**config.mk**
```make
export PLATFORM = sky130hd
export DESIGN_NAME = food_spawner
export DESIGN_NICKNAME = d
export VERILOG_FILES = /design/src/rtl/cobra_pkg.sv /design/src/rtl/sample_timer.sv /design/src/rtl/food_spawner.sv
export SDC_FILE = /design/constraint.sdc
export NUM_CORES = 1
export LEC_CHECK = 0
export BUFFER_PORTS_ARGS = -buffer_cell sky130_fd_sc_hd__buf_2
export CELL_PAD_IN_SITES_DETAIL_PLACEMENT = 1
export CELL_PAD_IN_SITES_GLOBAL_PLACEMENT = 2
export CORE_MARGIN = 8
export CORE_UTILIZATION = 28
export CTS_BUF_LIST = sky130_fd_sc_hd__clkbuf_16
export DETAILED_ROUTE_END_ITERATION = 8
export MAX_ROUTING_LAYER = met4
export PLACE_DENSITY_LB_ADDON = 0.2
export RECOVER_POWER = 50
export REMOVE_ABC_BUFFERS = 1
export SYNTH_ARGS = -nofsm -noshare
export SYNTH_HDL_FRONTEND = slang
export SYNTH_SLANG_ARGS = --single-unit
```
**constraint.sdc**
```tcl
create_clock -name clk_i -period 2.05 [get_ports clk_i]
set_input_delay 0.205 -clock clk_i [delete_from_list [all_inputs] [get_ports clk_i]]
set_output_delay 0.205 -clock clk_i [all_outputs]
set_load 0.01 [all_outputs]
```
**src/rtl/cobra_pkg.sv**
```systemverilog
// Shared playfield geometry, cell coordinate types and food spawner states.
// SCAN exists only when FOOD_FALLBACK_SCAN_EN is defined.
package cobra_pkg;

    localparam int GRID_W = 40;
    localparam int GRID_H = 30;

    typedef logic [5:0] cell_x_t;
    typedef logic [4:0] cell_y_t;

`ifdef FOOD_FALLBACK_SCAN_EN
    typedef enum logic [2:0] {IDLE, WAIT_X, WAIT_Y, CHECK, SCAN} spawner_state_t;
`else
    typedef enum logic [1:0] {IDLE, WAIT_X, WAIT_Y, CHECK} spawner_state_t;
`endif

endpackage

```
**src/rtl/sample_timer.sv**
```systemverilog
// Reloadable countdown pacing consumers of the LFSR word; tick_o is high while the count is zero.
// load_i restarts a full PERIOD, so a reload on every tick yields one tick per PERIOD cycles.
module sample_timer #(
    parameter int PERIOD = 10
) (
    input  logic clk_i,
    input  logic reset_i,
    input  logic load_i,
    output logic tick_o
);

    localparam int            CW     = $clog2(PERIOD + 1);
    localparam logic [CW-1:0] RELOAD = CW'(PERIOD - 1);

    logic [CW-1:0] cnt_q, cnt_d;

    always_comb begin
        cnt_d = cnt_q;
        if (load_i) begin
            cnt_d = RELOAD;
        end else if (cnt_q != '0) begin
            cnt_d = cnt_q - 1'b1;
        end
    end

    always_ff @(posedge clk_i) begin
        if (reset_i) begin
            cnt_q <= '0;
        end else begin
            cnt_q <= cnt_d;
        end
    end

    assign tick_o = (cnt_q == '0);

endmodule

```
**src/rtl/food_spawner.sv**
```systemverilog
// Rejection-samples LFSR words into a free food cell; best case 2*SAMPLE_PERIOD+1+ack-delay cycles.
// occ_req holds until occ_ack, spawn_req is ignored while busy; FOOD_FALLBACK_SCAN_EN adds a row-major scan fallback.
module food_spawner #(
    parameter int GRID_W        = cobra_pkg::GRID_W,
    parameter int GRID_H        = cobra_pkg::GRID_H,
    parameter int SAMPLE_PERIOD = 10,
    parameter int MAX_TRIES     = 16
) (
    input  logic       clk_i,
    input  logic       reset_i,
    input  logic [9:0] rnd_i,
    input  logic       spawn_req_i,
    output logic       occ_req_o,
    output logic [5:0] occ_x_o,
    output logic [4:0] occ_y_o,
    input  logic       occ_ack_i,
    input  logic       occ_hit_i,
    output logic [5:0] food_x_o,
    output logic [4:0] food_y_o,
    output logic       food_valid_o,
    output logic       busy_o,
    output logic       spawn_done_o,
    output logic       spawn_fail_o
);

    import cobra_pkg::*;

    // One spare bit so a 64-wide or 32-high grid still compares correctly.
    localparam logic [6:0] X_LIM = 7'(GRID_W);
    localparam logic [5:0] Y_LIM = 6'(GRID_H);

    spawner_state_t state_q, state_d;
    cell_x_t        x_q, x_d, food_x_q, food_x_d;
    cell_y_t        y_q, y_d, food_y_q, food_y_d;
    logic [4:0]     tries_q, tries_d, tries_inc;
    logic           food_valid_q, food_valid_d;
    logic           done_q, done_d;
    logic           load, tick, reject;
    logic [3:0]     unused_rnd;

`ifdef FOOD_FALLBACK_SCAN_EN
    localparam cell_x_t X_LAST = cell_x_t'(GRID_W - 1);
    localparam cell_y_t Y_LAST = cell_y_t'(GRID_H - 1);
    logic scan_q, scan_d, fail_q, fail_d;
`else
    logic [4:0] unused_max;
    assign unused_max = 5'(MAX_TRIES);
`endif

    assign unused_rnd = rnd_i[9:6];
    assign tries_inc  = (tries_q == 5'd31) ? tries_q : tries_q + 5'd1;

    sample_timer #(.PERIOD(SAMPLE_PERIOD)) u_timer (
        .clk_i   (clk_i),
        .reset_i (reset_i),
        .load_i  (load),
        .tick_o  (tick)
    );

    always_comb begin
        state_d      = state_q;
        x_d          = x_q;
        y_d          = y_q;
        tries_d      = tries_q;
        food_x_d     = food_x_q;
        food_y_d     = food_y_q;
        food_valid_d = food_valid_q;
        done_d       = 1'b0;
        load         = 1'b0;
        reject       = 1'b0;
`ifdef FOOD_FALLBACK_SCAN_EN
        scan_d       = scan_q;
        fail_d       = 1'b0;
`endif
        case (state_q)
            IDLE: if (spawn_req_i) begin
                state_d      = WAIT_X;
                load         = 1'b1;
                food_valid_d = 1'b0;
                tries_d      = '0;
`ifdef FOOD_FALLBACK_SCAN_EN
                scan_d       = 1'b0;
`endif
            end
            WAIT_X: if (tick) begin
                load = 1'b1;
                if ({1'b0, rnd_i[5:0]} >= X_LIM) begin
                    reject = 1'b1;
                end else begin
                    x_d     = rnd_i[5:0];
                    state_d = WAIT_Y;
                end
            end
            WAIT_Y: if (tick) begin
                load = 1'b1;
                if ({1'b0, rnd_i[4:0]} >= Y_LIM) begin
                    reject = 1'b1;
                end else begin
                    y_d     = rnd_i[4:0];
                    state_d = CHECK;
                end
            end
            CHECK: if (occ_ack_i) begin
                if (!occ_hit_i) begin
                    food_x_d     = x_q;
                    food_y_d     = y_q;
                    food_valid_d = 1'b1;
                    done_d       = 1'b1;
                    state_d      = IDLE;
                end
`ifdef FOOD_FALLBACK_SCAN_EN
                else if (scan_q) begin
                    if (x_q == X_LAST && y_q == Y_LAST) begin
                        fail_d       = 1'b1;
                        food_valid_d = 1'b0;
                        state_d      = IDLE;
                    end else begin
                        if (x_q == X_LAST) begin
                            x_d = '0;
                            y_d = y_q + 5'd1;
                        end else begin
                            x_d = x_q + 6'd1;
                        end
                        state_d = SCAN;
                    end
                end
`endif
                else begin
                    reject  = 1'b1;
                    load    = 1'b1;
                    state_d = WAIT_X;
                end
            end
`ifdef FOOD_FALLBACK_SCAN_EN
            // One idle cycle between scan queries keeps occ_req a clean per-cell pulse.
            SCAN: state_d = CHECK;
`endif
            default: state_d = IDLE;
        endcase

        if (reject) begin
            tries_d = tries_inc;
`ifdef FOOD_FALLBACK_SCAN_EN
            if (32'(tries_inc) >= MAX_TRIES) begin
                state_d = SCAN;
                scan_d  = 1'b1;
                x_d     = '0;
                y_d     = '0;
            end
`endif
        end
    end

    always_ff @(posedge clk_i) begin
        if (reset_i) begin
            state_q      <= IDLE;
            x_q          <= '0;
            y_q          <= '0;
            tries_q      <= '0;
            food_x_q     <= '0;
            food_y_q     <= '0;
            food_valid_q <= 1'b0;
            done_q       <= 1'b0;
`ifdef FOOD_FALLBACK_SCAN_EN
            scan_q       <= 1'b0;
            fail_q       <= 1'b0;
`endif
        end else begin
            state_q      <= state_d;
            x_q          <= x_d;
            y_q          <= y_d;
            tries_q      <= tries_d;
            food_x_q     <= food_x_d;
            food_y_q     <= food_y_d;
            food_valid_q <= food_valid_d;
            done_q       <= done_d;
`ifdef FOOD_FALLBACK_SCAN_EN
            scan_q       <= scan_d;
            fail_q       <= fail_d;
`endif
        end
    end

    assign occ_req_o    = (state_q == CHECK);
    assign occ_x_o      = x_q;
    assign occ_y_o      = y_q;
    assign food_x_o     = food_x_q;
    assign food_y_o     = food_y_q;
    assign food_valid_o = food_valid_q;
    assign busy_o       = (state_q != IDLE);
    assign spawn_done_o = done_q;
`ifdef FOOD_FALLBACK_SCAN_EN
    assign spawn_fail_o = fail_q;
`else
    assign spawn_fail_o = 1'b0;
`endif

endmodule

```
# After elaboration in Yosys (flattened, before gate mapping)
# Cells that the tools add are included.
# W data, S select, Z words.
# word_totals
register_bits,30
word_cells,61
out_inout_bits,27
# op_classes
addsub,1
reduce_logical,14
n_lt_le_gt_ge,2
bitwise,5
eq_ne,10
mux,20
# op_table
cell,n
$mux W2,6
$ne A2 B2 Y1 const B,6
$mux W1,9
$reduce_and A3 Y1,3
$mux W4,2
$pmux W2 S4,1
$ge A6 B6 Y1 const B,1
$reduce_and A6 Y1,1
$reduce_bool A2 Y1,3
$ge A5 B5 Y1 const B,1
$not A1 Y1,5
$eq A2 B2 Y1 const B,2
$logic_not A4 Y1,1
$reduce_and A4 Y1,1
$reduce_bool A4 Y1,1
$reduce_or A2 Y1,2
$sub A4 B1 Y4 const B,1
$pmux W1 S3,1
$reduce_or A3 Y1,1
$eq A2 B1 Y1 const B,1
$logic_not A2 Y1,1
$ne A2 B1 Y1 const B,1
$pmux W1 S2,1

# Longest topological paths before layout
# Gate-level depths: netlist of the first run.
# logic_depth
depth_word,4
depth_mapped,6
mapped_depth_nobuf,6

# Modules after synthesis
# From an unflattened synthesis of the first run, not the netlist that was laid out.
# unflattened
hier_cells,147
hier_area_um2,1345.0
# by_module_without_submodules
module,area_each_um2,cells_each,n_inst,seq_area_each_um2
food_spawner,1142.3,127,1,520.5
sample_timer,202.7,20,1,80.1

# Worst setup path after synthesis of the first run
# Ideal clock, no wire load.
# synth_path
path_kind,register -> register
startpoint,register u_timer.cnt_q[0]
endpoint,register x_q[0] (netlist: occ_x_o[0])
setup_time_ps,128
arrival_ps,1437
path_slack_ps,485
stages_incl_launch_ff,7
period_less_slack_ps,1565
required_ps,1922
n_path_buf,0
path_cell_list,dfxtp_1 > inv_1 > ha_1 > nor3b_4 > nand3_1 > mux2i_1 > nor2_1
# synth_via
elab_chain_cells,2
# synth_lines
element,line_no,rtl
"start, declared",sample_timer.sv:15,"logic [CW-1:0] cnt_q, cnt_d;"
"start signal, assigned",sample_timer.sv:30,cnt_q <= cnt_d;
$logic_not A4 Y1,sample_timer.sv:34,assign tick_o = (cnt_q == '0);
$reduce_and A3 Y1 (no source line),--,
"end signal, assigned",food_spawner.sv:157,x_q <= '0;
"end signal, assigned",food_spawner.sv:170,x_q <= x_d;
"end, declared",food_spawner.sv:33,"cell_x_t x_q, x_d, food_x_q, food_x_d;"
# Every way passes these cells.
# A chain may end at the register's enable or synchronous reset.

# Worst setup path after layout of the first run
# layout_path
startpoint,register state_q[1]
endpoint,register u_timer.cnt_q[1]
# layout_via
elab_chain_cells,4
# layout_lines
element,line_no,rtl
"start, declared",food_spawner.sv:32,"spawner_state_t state_q, state_d;"
"start signal, assigned",food_spawner.sv:169,state_q <= state_d;
$eq A2 B2 Y1 or $eq A2 B1 Y1 (tied branches),food_spawner.sv:75,case (state_q)
$reduce_or A2 Y1 (no source line),--,
$pmux W1 S3 *,food_spawner.sv:75,
$reduce_or A2 Y1 (no source line) *,--,
# Every way passes the cells marked *; elsewhere a longest branch is shown, timed or not.

==> results of run 1 <==
## power breakdown
group / leakage, nW / switching, mW / internal [mW] / total, mW
Combinational: 0.380 / 0.342 / 0.277 / 0.619
Sequential: 0.243 / 0.0649 / 0.655 / 0.719
Clock: 0.0672 / 0.253 / 0.442 / 0.695
## routing by layer
layer  GRT usage  up-vias  routed length [microns]
met5           -        -                        0
met4      0.0518        0                       63
met3      0.0387        6                      201
met2       0.165       29                     1630
met1       0.121      553                     1660
li1            -      579                        -
## synthesized netlist by cell type (all sizes together)
master	instances	area [sq um]
nor3b	2	26.3
o31ai	1	7.51
o41ai	1	8.76
o21ai	2	10.0
nor4bb	1	10.0
a21boi	2	18.8
inv	6	22.5
mux2i	12	120
a211oi	2	15.0
buf	1	7.51
nand4	1	6.26
nand3b	1	7.51
clkbuf	6	22.5
nor4b	1	8.76
conb	1	3.75
ha	6	75.1
nand2b	6	37.5
nand3	13	65.1
dfxtp	30	601
nor2b	2	12.5
xnor2	1	8.76
nand2	13	48.8
and3	1	6.26
nor2	13	48.8
a21oi	17	85.1
or3	1	6.26
nor3	3	15.0
## state kept, by name (all words and copies together) (netlist names)
register       flops
food_y_o           5
food_x_o           6
occ_y_o            5
spawn_done_o       1
occ_x_o            6
food_valid_o       1
u_timer.cnt_q      4
state_q            2
## worst max path at each step
| stage | end | from | cells past startpoint | slack [ns] |
|---|---|---|---|---|
| CTS | occ_y_o[4] | u_timer.cnt_q[0] | 6 | 0.23 |
| global placement | u_timer.cnt_q[1] | state_q[1] | 6 | 0.32 |
| detailed placement | u_timer.cnt_q[1] | state_q[1] | 6 | 0.25 |
| finish | u_timer.cnt_q[1] | state_q[1] | 6 | 0.27 |
| floorplan | u_timer.cnt_q[1] | state_q[1] | 5 | 0.47 |
| global route | u_timer.cnt_q[1] | state_q[1] | 6 | 0.05 |
## metrics by stage
step / worst slack (ns) / cells / utilization / area (sq um) / power (mW)
6_report: 0.270 / 241 / 0.361 / 1660 / 2.03
2_1_floorplan: 0.470 / 139 / - / 1270 / 1.17
5_1_grt: 0.0547 / 241 / 0.361 / 1660 / 2.18
4_1_cts: 0.228 / 241 / 0.368 / 1690 / 2.09
3_3_place_gp: 0.316 / 233 / 0.338 / 1550 / 1.34
3_5_place_dp: 0.248 / 233 / 0.338 / 1550 / 1.37
## logic make-up after synthesis
kind of cell,Yosys count,synth area share
xor gates and xnor gates,1,0.00671
other,1,0.00287
DFF,30,0.460
and+or+nand+nor,58,0.229
adders and majority gates,6,0.0575
buffers and inverters,13,0.0403
AOI/OAI and AO/OA,25,0.111
muxes,12,0.0920
## worst reg2reg max path, cell delays in order (launching register included)
cell and delay, ns:
dfxtp_1 0.41, inv_1 0.11, ha_1 0.30, nor4bb_1 0.15, o31ai_1 0.38, nand2b_1 0.13
a211oi_1 0.21
## layout make-up
cell class,instances,share of cell area
inverter,6,0.0136
multi-input combinational,103,0.393
sequential,30,0.362
timing repair buffer,40,0.106
clock inverter,3,0.00980
tap,54,0.0407
clock buffer,5,0.0754
## layout by cell type (no fill, tap or decap), types with 2 or more instances in the layout
| master | instances |
|---|---|
| nand2b_1 | 6 |
| nor2b_1 | 2 |
| inv_1 | 6 |
| ha_1 | 6 |
| mux2i_1 | 12 |
| buf_2 | 10 |
| dfxtp_1 | 30 |
| a211oi_1 | 2 |
| clkbuf_16 | 5 |
| nor2_1 | 13 |
| nor3_1 | 3 |
| nand2_1 | 13 |
| o21ai_0 | 2 |
| nand3_1 | 13 |
| buf_4 | 3 |
| clkbuf_1 | 26 |
| a21oi_1 | 17 |
==> metrics.yaml, run 1 <==
clk_latency_ns: 0.27
worstMarginPinSlew_ns: 0.560
clk_pin_slew_worst_paths_ns: 0.05
track_usage: 0.107
whs_path_depth: 3
die_x_microns: 84.3
yosysSeqAreaShare: 0.460
path_max_fanout: 5
syn_to_final_growth_pct: 27.1
cts_setup_buffers: 0
drc: 0
fin_crit_sh: 0.868
core_region_area_sq_mm: 0.00460
rr_startpoint: "state_q[1]"
place_congestion: 0.731
start_util: 0.284
r2r_slack_ns: 0.27
die-height_microns: 84.3
routed_via_density: 4.84
startpoint_type: "flip-flop"
syn-mean-instance-area_sq_um: 8.94
vias: 1167
detailed_place_hpwl_microns: 2680
wl_per_cell_microns: 14.8
synthCells: 146
cts_hold_buf: 0
cts_buffers: 5
slowest_stage: "dfxtp_1"
cts.path.max_buffers: 2
nFillCells: 561
multiInputGateArea_sq_um: 652
r2r_end: "u_timer.cnt_q[1]"
setup_violations: 0
final-hold-violation-count: 0
cpLargestDelayFamily: "compound AO/OA/AOI/OAI gates"
grt_pass1_wl_microns: 5950
root_buffer: "clkbuf_16"
slew_violations: 0
syn-cell-area_sq_mm: 0.00131
synth-seq-cells: 30
cts_repair_resize_count: 0
cpPeakStageDelay_ns: 0.41
antenna_left: 0
clock_skew_ns: 0.00390
p_leak_nw: 0.690
grt_start_max_net_pins: 31
antenna_found_initial: 0
grt_pass1_vias: 1223
rsz0062_at_grt: "false"
dr.pass1.iters: 4
dr.first_iter.drc_count: 21
ioPinCount: 42
final-seq-area_sq_um: 601
min_from: "rnd_i[0]"
fmax_ghz: 0.562
cts_sinks: 30
hp-class: "input port to flip-flop"
nNetsFinal: 207
max_slew_margin: 0.627
fin_crit_ns: 1.78
grt_overflow: 0
yosysWarningCount: 0
critPathKind: "flip-flop to flip-flop"
peakVddDrop_v: 0.000418
arrival_ns: 1.97
path_cells: "inv_1, ha_1, nor4bb_1, o31ai_1, nand2b_1, a211oi_1"
status: "complete, no violations"
tns_ns: 0
drt-total-wl_microns: 3560
drive_gt1_frac: 0.123
holdWs_ns: 0.192
cts_tree: "yes"
r2r_cells: 6
port_buffers: 36
crit_buf_inv: 1
hold_path_end: "occ_x_o[0]"
n_antenna_cell: 0
cp-end-kind: "flip-flop"
p_per_area_mw_per_mm2: 1230
cp.required_ns: 2.24
drv_cap: 0
core.rowCount: 25
htree_levels: 2
yosysUniqueCellTypes: 29
die_area_sq_mm: 0.00710
No activity file was read; power rests on OpenSTA's default activity.
==> run 2, diff against run 1 <==
--- a/config.mk
+++ b/config.mk
@@ -6,13 +6,13 @@
 export NUM_CORES = 1
 export LEC_CHECK = 0
 export BUFFER_PORTS_ARGS = -buffer_cell sky130_fd_sc_hd__buf_2
+export CAP_MARGIN = 20
 export CELL_PAD_IN_SITES_DETAIL_PLACEMENT = 1
 export CELL_PAD_IN_SITES_GLOBAL_PLACEMENT = 2
 export CORE_MARGIN = 8
 export CORE_UTILIZATION = 28
 export CTS_BUF_LIST = sky130_fd_sc_hd__clkbuf_16
 export DETAILED_ROUTE_END_ITERATION = 8
-export MAX_ROUTING_LAYER = met4
 export PLACE_DENSITY_LB_ADDON = 0.2
 export RECOVER_POWER = 50
 export REMOVE_ABC_BUFFERS = 1
==> metrics.yaml, run 2 (synthesized netlist as in run 1, its figures left out) <==
nNetsFinal: 207
detailed_place_hpwl_microns: 2680
arrival_ns: 1.96
rsz0062_at_grt: "false"
p_comb_frac: 0.304
core.rowCount: 25
grt_overflow: 0
worstMarginPinSlew_ns: 0.549
grt_pass1_wl_microns: 5960
path_cells: "inv_1, ha_1, nor4bb_1, o31ai_1, nand2b_1, a211oi_1"
die_x_microns: 84.3
status: "complete, no violations"
clk_latency_ns: 0.27
grt_start_max_net_pins: 31
routed_via_density: 4.84
startpoint_type: "flip-flop"
dr.first_iter.drc_count: 20
cts_setup_buffers: 0
critPathKind: "flip-flop to flip-flop"
fin_crit_ns: 1.78
slowest_stage: "dfxtp_1"
place_congestion: 0.722
grt_pass1_vias: 1220
antenna_found_initial: 0
syn_to_final_growth_pct: 27.1
die-height_microns: 84.3
port_buffers: 36
dp_cells: 233
htree_levels: 2
netSwitchingPower_uw: 661
fin_crit_sh: 0.867
path_max_fanout: 5
tns_ns: 0
cp-end-kind: "flip-flop"
hp-class: "input port to flip-flop"
p_seq_frac: 0.354
cpLargestDelayFamily: "compound AO/OA/AOI/OAI gates"
wl_per_cell_microns: 14.7
cp.required_ns: 2.24
r2r_slack_ns: 0.27
ioPinCount: 42
slew_violations: 0
core_region_area_sq_mm: 0.00460
drc: 0
drive_gt1_frac: 0.123
mostFrequentLayoutCells: "dfxtp_1 (30), clkbuf_1 (26), a21oi_1 (17)"
p_leak_nw: 0.690
cts_repair_resize_count: 0
antenna_left: 0
clk_pin_slew_worst_paths_ns: 0.05
dr.pass1.iters: 4
n_antenna_cell: 0
swShare: 0.325
cts_sinks: 30
start_util: 0.284
p_per_area_mw_per_mm2: 1230
clock_skew_ns: 0.00418
cts.path.max_buffers: 2
cts_hold_buf: 0
clkPwrFrac: 0.342
power.internal_mw: 1.37
die_area_sq_mm: 0.00710
drt-total-wl_microns: 3540
cpPeakStageDelay_ns: 0.41
max_slew_margin: 0.634
crit_buf_inv: 1
cts_tree: "yes"
track_usage: 0.105
final_cells: 241
cts_buffers: 5
drv_cap: 0
root_buffer: "clkbuf_16"
peakVddDrop_v: 0.000418
fmax_ghz: 0.563
setup_violations: 0
vias: 1166
mostFrequentLayoutCell: "dfxtp_1"
final-hold-violation-count: 0
[run 2: cell counts in the layout (fill, tap and decap cells not counted)]
Identical to the previous run, type by type.
[run 2: final timing paths]
check / from / endpoint / cells after the start
setup / recovery: state_q[1] / u_timer.cnt_q[1] / 6
hold / removal: rnd_i[0] / occ_x_o[0] / 3
setup reg to reg: state_q[1] / u_timer.cnt_q[1] / 6
hold reg to reg: food_x_o[3] / food_x_o[3] / 2
[run 2: through the flow]
stage	hold WS, ns	utilization	total power, mW	area (sq um)	setup slack [ns]
6_report	0.192	0.361	2.03	1660	0.273
5_1_grt	0.222	0.361	2.18	1660	0.0547
3_5_place_dp	0.448	0.338	1.37	1550	0.248
2_1_floorplan	0.274	-	1.17	1270	0.470
4_1_cts	0.185	0.368	2.09	1690	0.228
3_3_place_gp	0.439	0.338	1.34	1550	0.316
[run 2: per-layer routing]
metal	track usage	up-vias	wire length, microns	part of all wire
met2	0.165	31	1630	0.46
li1	-	578	-	-
met5	0	-	0	0
met1	0.118	551	1640	0.46
met4	0.0518	0	63	0.018
met3	0.0445	6	206	0.058
[run 2: worst register-to-register path, cell delays in order, from the launching register on]
cell	delay [ns]
dfxtp_1	0.41
inv_1	0.11
ha_1	0.30
nor4bb_1	0.15
o31ai_1	0.38
nand2b_1	0.13
a211oi_1	0.21
[run 2: power groups by stage]
stage | Clock, mW | Combinational (mW) | Sequential, mW
4_1_cts | 0.720 | 0.647 | 0.718
2_1_floorplan | 0 | 0.447 | 0.726
5_1_grt | 0.745 | 0.700 | 0.733
3_5_place_dp | 0 | 0.639 | 0.731
6_report | 0.696 | 0.618 | 0.719
3_3_place_gp | 0 | 0.610 | 0.725
[run 2: layout make-up]
type                    count  area (sq um)
fillers                   561          2940
multi-input cells         103           652
flip-flops and latches     30           601
repair buffers             40           175
clock buffers               5           125
well taps                  54          67.6
inverters                   6          22.5
clock inverters             3          16.3
